===== src/rtl/value_entry_pkg.sv =====
// Shared widths, result limits and FSM state encoding for the value entry block.
package value_entry_pkg;

  localparam int VALUE_W = 16;
  localparam int ACC_W   = 17;

  localparam logic signed [VALUE_W-1:0] VALUE_MAX = {1'b0, {(VALUE_W-1){1'b1}}};
  localparam logic signed [VALUE_W-1:0] VALUE_MIN = {1'b1, {(VALUE_W-1){1'b0}}};

  // Largest magnitudes representable for each sign, in accumulator width
  localparam logic [ACC_W-1:0] ACC_POS_LIM = {{(ACC_W-VALUE_W+1){1'b0}}, {(VALUE_W-1){1'b1}}};
  localparam logic [ACC_W-1:0] ACC_NEG_LIM = ACC_POS_LIM + 1'b1;

  typedef enum logic [1:0] {
    ST_IDLE    = 2'd0,
    ST_ENTRY   = 2'd1,
    ST_CONVERT = 2'd2,
    ST_DONE    = 2'd3
  } state_e;

endpackage


===== src/rtl/value_entry_bcd2bin_seq.sv =====
// Sequential BCD-to-binary accumulator (acc = acc*10 + digit) with signed saturation.
module bcd2bin_seq
  import value_entry_pkg::*;
(
  input  logic                      clk,
  input  logic                      rst_n,
  input  logic                      i_clr,
  input  logic                      i_step,
  input  logic [3:0]                i_digit,
  input  logic                      i_neg,
  output logic signed [VALUE_W-1:0] o_value,
  output logic                      o_ovf
);

  logic [ACC_W-1:0] r_acc;
  logic [ACC_W-1:0] w_mul10;
  logic [ACC_W-1:0] w_negacc;

  assign w_mul10  = (r_acc << 3) + (r_acc << 1) + ACC_W'(i_digit);
  assign w_negacc = '0 - r_acc;

  always_ff @(posedge clk) begin
    if (!rst_n)      r_acc <= '0;
    else if (i_clr)  r_acc <= '0;
    else if (i_step) r_acc <= w_mul10;
  end

  // Negative zero falls through to the plain negate path and yields +0
  always_comb begin
    o_value = '0;
    o_ovf   = 1'b0;
    if (i_neg) begin
      if (r_acc > ACC_NEG_LIM) begin
        o_value = VALUE_MIN;
        o_ovf   = 1'b1;
      end else begin
        o_value = w_negacc[VALUE_W-1:0];
      end
    end else begin
      if (r_acc > ACC_POS_LIM) begin
        o_value = VALUE_MAX;
        o_ovf   = 1'b1;
      end else begin
        o_value = r_acc[VALUE_W-1:0];
      end
    end
  end

endmodule


===== src/rtl/value_entry.sv =====
// Keypad decimal value entry: collects BCD digits and sign, converts to signed binary.
// Optional ENTRY_ECHO_EN adds echo_bcd/echo_neg outputs for the display path.
module value_entry
  import value_entry_pkg::*;
#(
  parameter int MAX_DIGITS = 5
) (
  input  logic                      clk,
  input  logic                      rst_n,
  input  logic [3:0]                digit_in,
  input  logic                      digit_valid,
  input  logic                      neg_toggle,
  input  logic                      backspace,
  input  logic                      clear,
  input  logic                      enter,
  output logic                      busy,
  output logic [2:0]                digit_count,
  output logic signed [VALUE_W-1:0] value,
  output logic                      value_valid,
  output logic                      overflow
`ifdef ENTRY_ECHO_EN
  ,
  output logic [MAX_DIGITS*4-1:0]   echo_bcd,
  output logic                      echo_neg
`endif
);

  localparam int DW = MAX_DIGITS * 4;
  localparam int CW = $clog2(MAX_DIGITS + 1);

  state_e r_state, w_next;

  logic [DW-1:0]             r_digits;
  logic [DW-1:0]             r_conv;
  logic [2:0]                r_ndig;
  logic                      r_neg;
  logic [CW-1:0]             r_cnt;
  logic signed [VALUE_W-1:0] r_value;
  logic                      r_ovf;
  logic                      r_vv;

  logic w_do_clr, w_do_enter, w_do_bksp, w_do_digit, w_do_neg;
  logic w_step, w_finish, w_busy;
  logic signed [VALUE_W-1:0] w_sat_val;
  logic                      w_sat_ovf;

  always_ff @(posedge clk) begin
    if (!rst_n) r_state <= ST_IDLE;
    else        r_state <= w_next;
  end

  always_comb begin
    w_next = r_state;
    unique case (r_state)
      ST_IDLE:    if (w_do_digit) w_next = ST_ENTRY;
      ST_ENTRY: begin
        if (w_do_clr)                          w_next = ST_IDLE;
        else if (w_do_enter)                   w_next = ST_CONVERT;
        else if (w_do_bksp && r_ndig == 3'd1)  w_next = ST_IDLE;
      end
      ST_CONVERT: begin
        if (w_do_clr)      w_next = ST_IDLE;
        else if (w_finish) w_next = ST_DONE;
      end
      ST_DONE:    w_next = ST_IDLE;
      default:    w_next = ST_IDLE;
    endcase
  end

  // Only the highest-priority asserted strobe is considered; if it is not
  // legal in the current state it is dropped rather than passing to a lower one.
  always_comb begin
    w_do_clr   = 1'b0;
    w_do_enter = 1'b0;
    w_do_bksp  = 1'b0;
    w_do_digit = 1'b0;
    w_do_neg   = 1'b0;
    w_step     = 1'b0;
    w_finish   = 1'b0;
    w_busy     = 1'b0;
    unique case (r_state)
      ST_IDLE, ST_ENTRY: begin
        if (clear)            w_do_clr   = 1'b1;
        else if (enter)       w_do_enter = (r_state == ST_ENTRY);
        else if (backspace)   w_do_bksp  = (r_state == ST_ENTRY);
        else if (digit_valid) w_do_digit = (digit_in <= 4'd9) && (r_ndig < 3'(MAX_DIGITS));
        else if (neg_toggle)  w_do_neg   = 1'b1;
      end
      ST_CONVERT: begin
        w_busy   = 1'b1;
        w_do_clr = clear;
        w_step   = !clear && (r_cnt <  CW'(MAX_DIGITS));
        w_finish = !clear && (r_cnt == CW'(MAX_DIGITS));
      end
      ST_DONE: w_busy = 1'b1;
      default: ;
    endcase
  end

  always_ff @(posedge clk) begin
    if (!rst_n) begin
      r_digits <= '0;
      r_conv   <= '0;
      r_ndig   <= '0;
      r_neg    <= 1'b0;
      r_cnt    <= '0;
      r_value  <= '0;
      r_ovf    <= 1'b0;
      r_vv     <= 1'b0;
    end else begin
      r_vv <= w_finish;
      if (w_finish) begin
        r_value <= w_sat_val;
        r_ovf   <= w_sat_ovf;
      end

      if (w_do_clr || r_state == ST_DONE) begin
        r_digits <= '0;
        r_ndig   <= '0;
        r_neg    <= 1'b0;
      end else if (w_do_bksp) begin
        r_digits <= r_digits >> 4;
        r_ndig   <= r_ndig - 3'd1;
      end else if (w_do_digit) begin
        r_digits <= {r_digits[DW-5:0], digit_in};
        r_ndig   <= r_ndig + 3'd1;
      end else if (w_do_neg) begin
        r_neg    <= ~r_neg;
      end

      // Separate conversion copy keeps the held digits intact for echo
      if (w_do_enter) begin
        r_conv <= r_digits;
        r_cnt  <= '0;
      end else if (w_step) begin
        r_conv <= r_conv << 4;
        r_cnt  <= r_cnt + 1'b1;
      end
    end
  end

  bcd2bin_seq u_conv (
    .clk     (clk),
    .rst_n   (rst_n),
    .i_clr   (w_do_enter | w_do_clr),
    .i_step  (w_step),
    .i_digit (r_conv[DW-1 -: 4]),
    .i_neg   (r_neg),
    .o_value (w_sat_val),
    .o_ovf   (w_sat_ovf)
  );

  assign busy        = w_busy;
  assign digit_count = r_ndig;
  assign value       = r_value;
  assign value_valid = r_vv;
  assign overflow    = r_ovf;

`ifdef ENTRY_ECHO_EN
  assign echo_bcd = r_digits;
  assign echo_neg = r_neg;
`endif

endmodule


===== config.mk =====
export PLATFORM = sky130hd
export DESIGN_NAME = value_entry
export DESIGN_NICKNAME = d
export VERILOG_FILES = /design/src/rtl/value_entry_pkg.sv /design/src/rtl/value_entry_bcd2bin_seq.sv /design/src/rtl/value_entry.sv
export SDC_FILE = /design/constraint.sdc
export NUM_CORES = 1
export LEC_CHECK = 0
export ABC_AREA = 1
export BUFFER_PORTS_ARGS = -buffer_cell sky130_fd_sc_hd__clkbuf_2
export CELL_PAD_IN_SITES_DETAIL_PLACEMENT = 0
export CELL_PAD_IN_SITES_GLOBAL_PLACEMENT = 1
export CORE_UTILIZATION = 49
export CTS_BUF_LIST = sky130_fd_sc_hd__clkbuf_4
export DETAILED_ROUTE_END_ITERATION = 7
export PLACE_DENSITY = 0.92
export SYNTH_ARGS = -nofsm -noshare
export SYNTH_HDL_FRONTEND = slang
export SYNTH_SLANG_ARGS = --single-unit
export TNS_END_PERCENT = 5

===== constraint.sdc =====
create_clock -name clk -period 3.5 [get_ports clk]
set_clock_uncertainty 0.05 [all_clocks]
set_input_delay 0.175 -clock clk [delete_from_list [all_inputs] [get_ports clk]]
set_output_delay 0.175 -clock clk [all_outputs]
set_load 0.05 [all_outputs]

==> impl_metrics.csv <==
group,metric,value,unit
detailed_routing,met2_length,6110,µm
cells_and_area,drive_above_1_share,9.62,%
power,ir_drop,0.296,mV
detailed_routing,wl_per_cell,13.0,µm
timing,worst_pin_slew,695,ps
cells_and_area,nets,834,
detailed_routing,drt_first_pass_iters,5,
synth,synth_nets,810,
detailed_routing,m1WireLength,5410,µm
synth,synth-async-reset-ratio,0,%
global_routing,grt_antenna_before_repair,0,
place,place_hpwl,9080,µm
synth,synth_top_cells_by_count,"nand2_1 (181), nor2_1 (94), inv_1 (85)",
cells_and_area,fill_cells,1079,
power,power_leakage,2.62,nW
synth,synth_seq_area_share,32.4,%
global_routing,track_usage,23.1,%
worst_setup_path,worstPathRequired,3790,ps
timing,max_freq,0.395,GHz
synth,yosysMostFrequentCell,"nand2_1",
clock_network,path_clk_slew,140,ps
detailed_routing,drc,0,
synth,synth-simple-area-share,30.2,%
timing,slew_headroom,53.6,%
cells_and_area,multi_input_comb_area,3010,µm²
die,core,10300,µm²
worst_setup_path,path_max_fanout,5,
detailed_routing,ant_nets,0,
place,place_congestion,0.839,
clock_network,numCtsBuffers,9,
die,dieArea,11000,µm²
cells_and_area,area_growth_syn_to_layout,7.07,%
synth,synth_top_area_share,32.4,%
timing,fin_crit,2530,ps
worst_setup_path,max_stage_delay,530,ps
detailed_routing,wl_met3,350,µm
timing,finalSetupTns,0,ps
cells_and_area,n_antenna_cell,0,
detailed_routing,top_layer,"met4",
detailed_routing,routed_wl,12100,µm
place,numPortBuffers,32,
clock_network,cts_root_buf,"clkbuf_4",
timing,setup_viol,0,
detailed_routing,drt_iter0_drc,218,
place,dp_cells,909,
timing,drv_slew,0,
worst_setup_path,cp_num_buf_inv,2,
synth,yosys.area.top_type,"dfxtp_1",
synth,netlist_top_cells_area,"dfxtp_1 (32%), nand2_1 (13%), ha_1 (8.4%), nor2_1 (6.8%), a21oi_1 (6.2%)",
die,start_util,50.5,%
global_routing,grt_pass1_wl,20900,µm
synth,ys_types,40,
synth,synthCells,762,
synth,synth-seq-cells,84,
die,ios,33,
timing,finalHoldViolCount,0,
synth,synth_edf_count,0,
synth,syn-cell-area,5190,µm²
clock_network,clk_path_buf_depth,2,
power,p_per_area,285,nW/µm²
worst_setup_path,worst_setup_path_start_kind,"flip-flop",
detailed_routing,vias,4892,
worst_setup_path,crit_path_frequent_cell,"nand2_1",
synth,syn_avg_cell_area,6.81,µm²
worst_setup_path,path_class,"reg -> reg",
global_routing,grt_pass1_vias,4696,
status,status,"completed",
die,dieHeight,105,µm
synth,synth_compound_area_share,15.1,%
cells_and_area,seq_area,1680,µm²
worst_setup_path,end_kind,"flip-flop",
synth,synthXorXnorAreaFrac,3.55,%
timing,rsz0062_at_grt,"no",
worst_setup_path,cp.arrival,2820,ps
synth,synthAdderAreaFrac,9.22,%
clock_network,clock_latency,430,ps
synth,synth_mux_area_share,0,%
die,fp.dieW,105,µm
synth,synth_top_family_by_area,"simple AND/OR/NAND/NOR gates",
worst_setup_path,cp_top_family,"adder cells",
clock_network,tritoncts,"done",
synth,ys_warn_count,0,
worst_setup_path,cp_slowest_cell,"fa_1",
detailed_routing,routed_via_density,5.28,
die,rows,37,
cells_and_area,instances_no_fill,926,
clock_network,cts_htree_levels,3,
timing,fin_crit_sh,72.3,%
global_routing,grt-ovfl-total,0,
global_routing,grt_max_degree,36,
synth,ys.flop_type,"dfxtp_1",
worst_hold_path,min-delay-path-class,"in -> reg",
worst_setup_path,cp_cell_sequence,"inv_1 > fa_1 > fa_1 > inv_1 > nand3_1 > nand2_1 > nand2_1 > nand2_1 > nand2_1 > nand3_1 > nand2_1 > nor2_1 > nor2_1",
job,maxCapViolCount,0,
clock_network,cts_sinks,84,
## power breakdown
| part | switching [mW] | internal [mW] | total, mW |
|---|---|---|---|
| Combinational | 0.0481 | 0.0204 | 0.0685 |
| Sequential | 0.00381 | 0.959 | 0.963 |
| Clock | 0.336 | 0.214 | 0.550 |
## per-stage QoR
stage | hold slack, ps | worst slack [ps] | utilization, % | power (mW) | instance area (µm²)
floorplan | 263 | 1240 | - | 1.03 | 5190
global placement | 401 | 1070 | 52.6 | 1.05 | 5400
detailed placement | 407 | 992 | 52.6 | 1.05 | 5400
CTS | 8.06 | 975 | 54.0 | 1.60 | 5550
global route | 34.4 | 774 | 54.0 | 1.64 | 5550
finish | 22.0 | 971 | 54.0 | 1.58 | 5550
## flip-flops by register name, summed over array words and instances (netlist names)
| name | count |
|---|---|
| r_state | 2 |
| value | 16 |
| r_neg | 1 |
| value_valid | 1 |
| r_conv | 20 |
| overflow | 1 |
| digit_count | 3 |
| r_digits | 20 |
| r_cnt | 3 |
| u_conv.r_acc | 17 |
## cell type report
| cell class | count | share of cell area (%) |
|---|---|---|
| Clock inverter | 6 | 1.15 |
| Clock buffer | 9 | 1.22 |
| Sequential cell | 84 | 30.3 |
| Tap cell | 136 | 3.06 |
| Inverter | 93 | 6.33 |
| Multi-Input combinational cell | 560 | 54.2 |
| Timing Repair Buffer | 38 | 3.79 |
## path summary, 6_finish.rpt
path / startpoint / to / slack, ps / cells past startpoint
hold / removal: digit_in[0] / r_digits[0] / 20 / 3
setup / recovery: u_conv.r_acc[0] / u_conv.r_acc[16] / 970 / 13
hold reg to reg: r_conv[2] / r_conv[2] / 420 / 2
setup reg to reg: u_conv.r_acc[0] / u_conv.r_acc[16] / 970 / 13
## what timing repair did
item                                   CTS  global route
buffers inserted                         0             0
endpoints found under the hold margin    2             0
hold buffers                             2             0
gates resized for setup                  0             0
setup endpoints to repair                0             0
## cell usage in the layout (no fill, tap or decap), drive strengths merged, types with 2 or more instances in the layout
master,instances
buf,4
a31oi,15
xnor2,4
xor2,17
dlygate4sd3,2
a211oi,4
fa,2
a21o,2
o21ai,44
ha,35
dfxtp,84
inv,94
a21oi,65
o211ai,8
nand3,66
nor3,3
clkinv,3
nand2,183
clkbuf,41
nand4,4
nor2,103
## routing by layer
metal  global-route usage, %  vias up
li1                        -     2526
met1                    27.6     2275
met2                    42.1       76
met3                    3.93       15
met4                    6.54        0
met5                       0        -
## worst register-to-register path: stages, from the launching register on
cell and delay [ps]:
dfxtp_1 400, inv_1 130, fa_1 530, fa_1 470, inv_1 70, nand3_1 60
nand2_1 160, nand2_1 70, nand2_1 130, nand2_1 90, nand3_1 80, nand2_1 50
nor2_1 100, nor2_1 50
## logic make-up after synthesis
| family | Yosys count |
|---|---|
| xor gates and xnor gates | 21 |
| DFF | 84 |
| adders and majority gates | 37 |
| buffers and inverters | 118 |
| and+or+nand+nor | 361 |
| AOI/OAI and AO/OA | 141 |
Power figures use the tool's default switching activity.
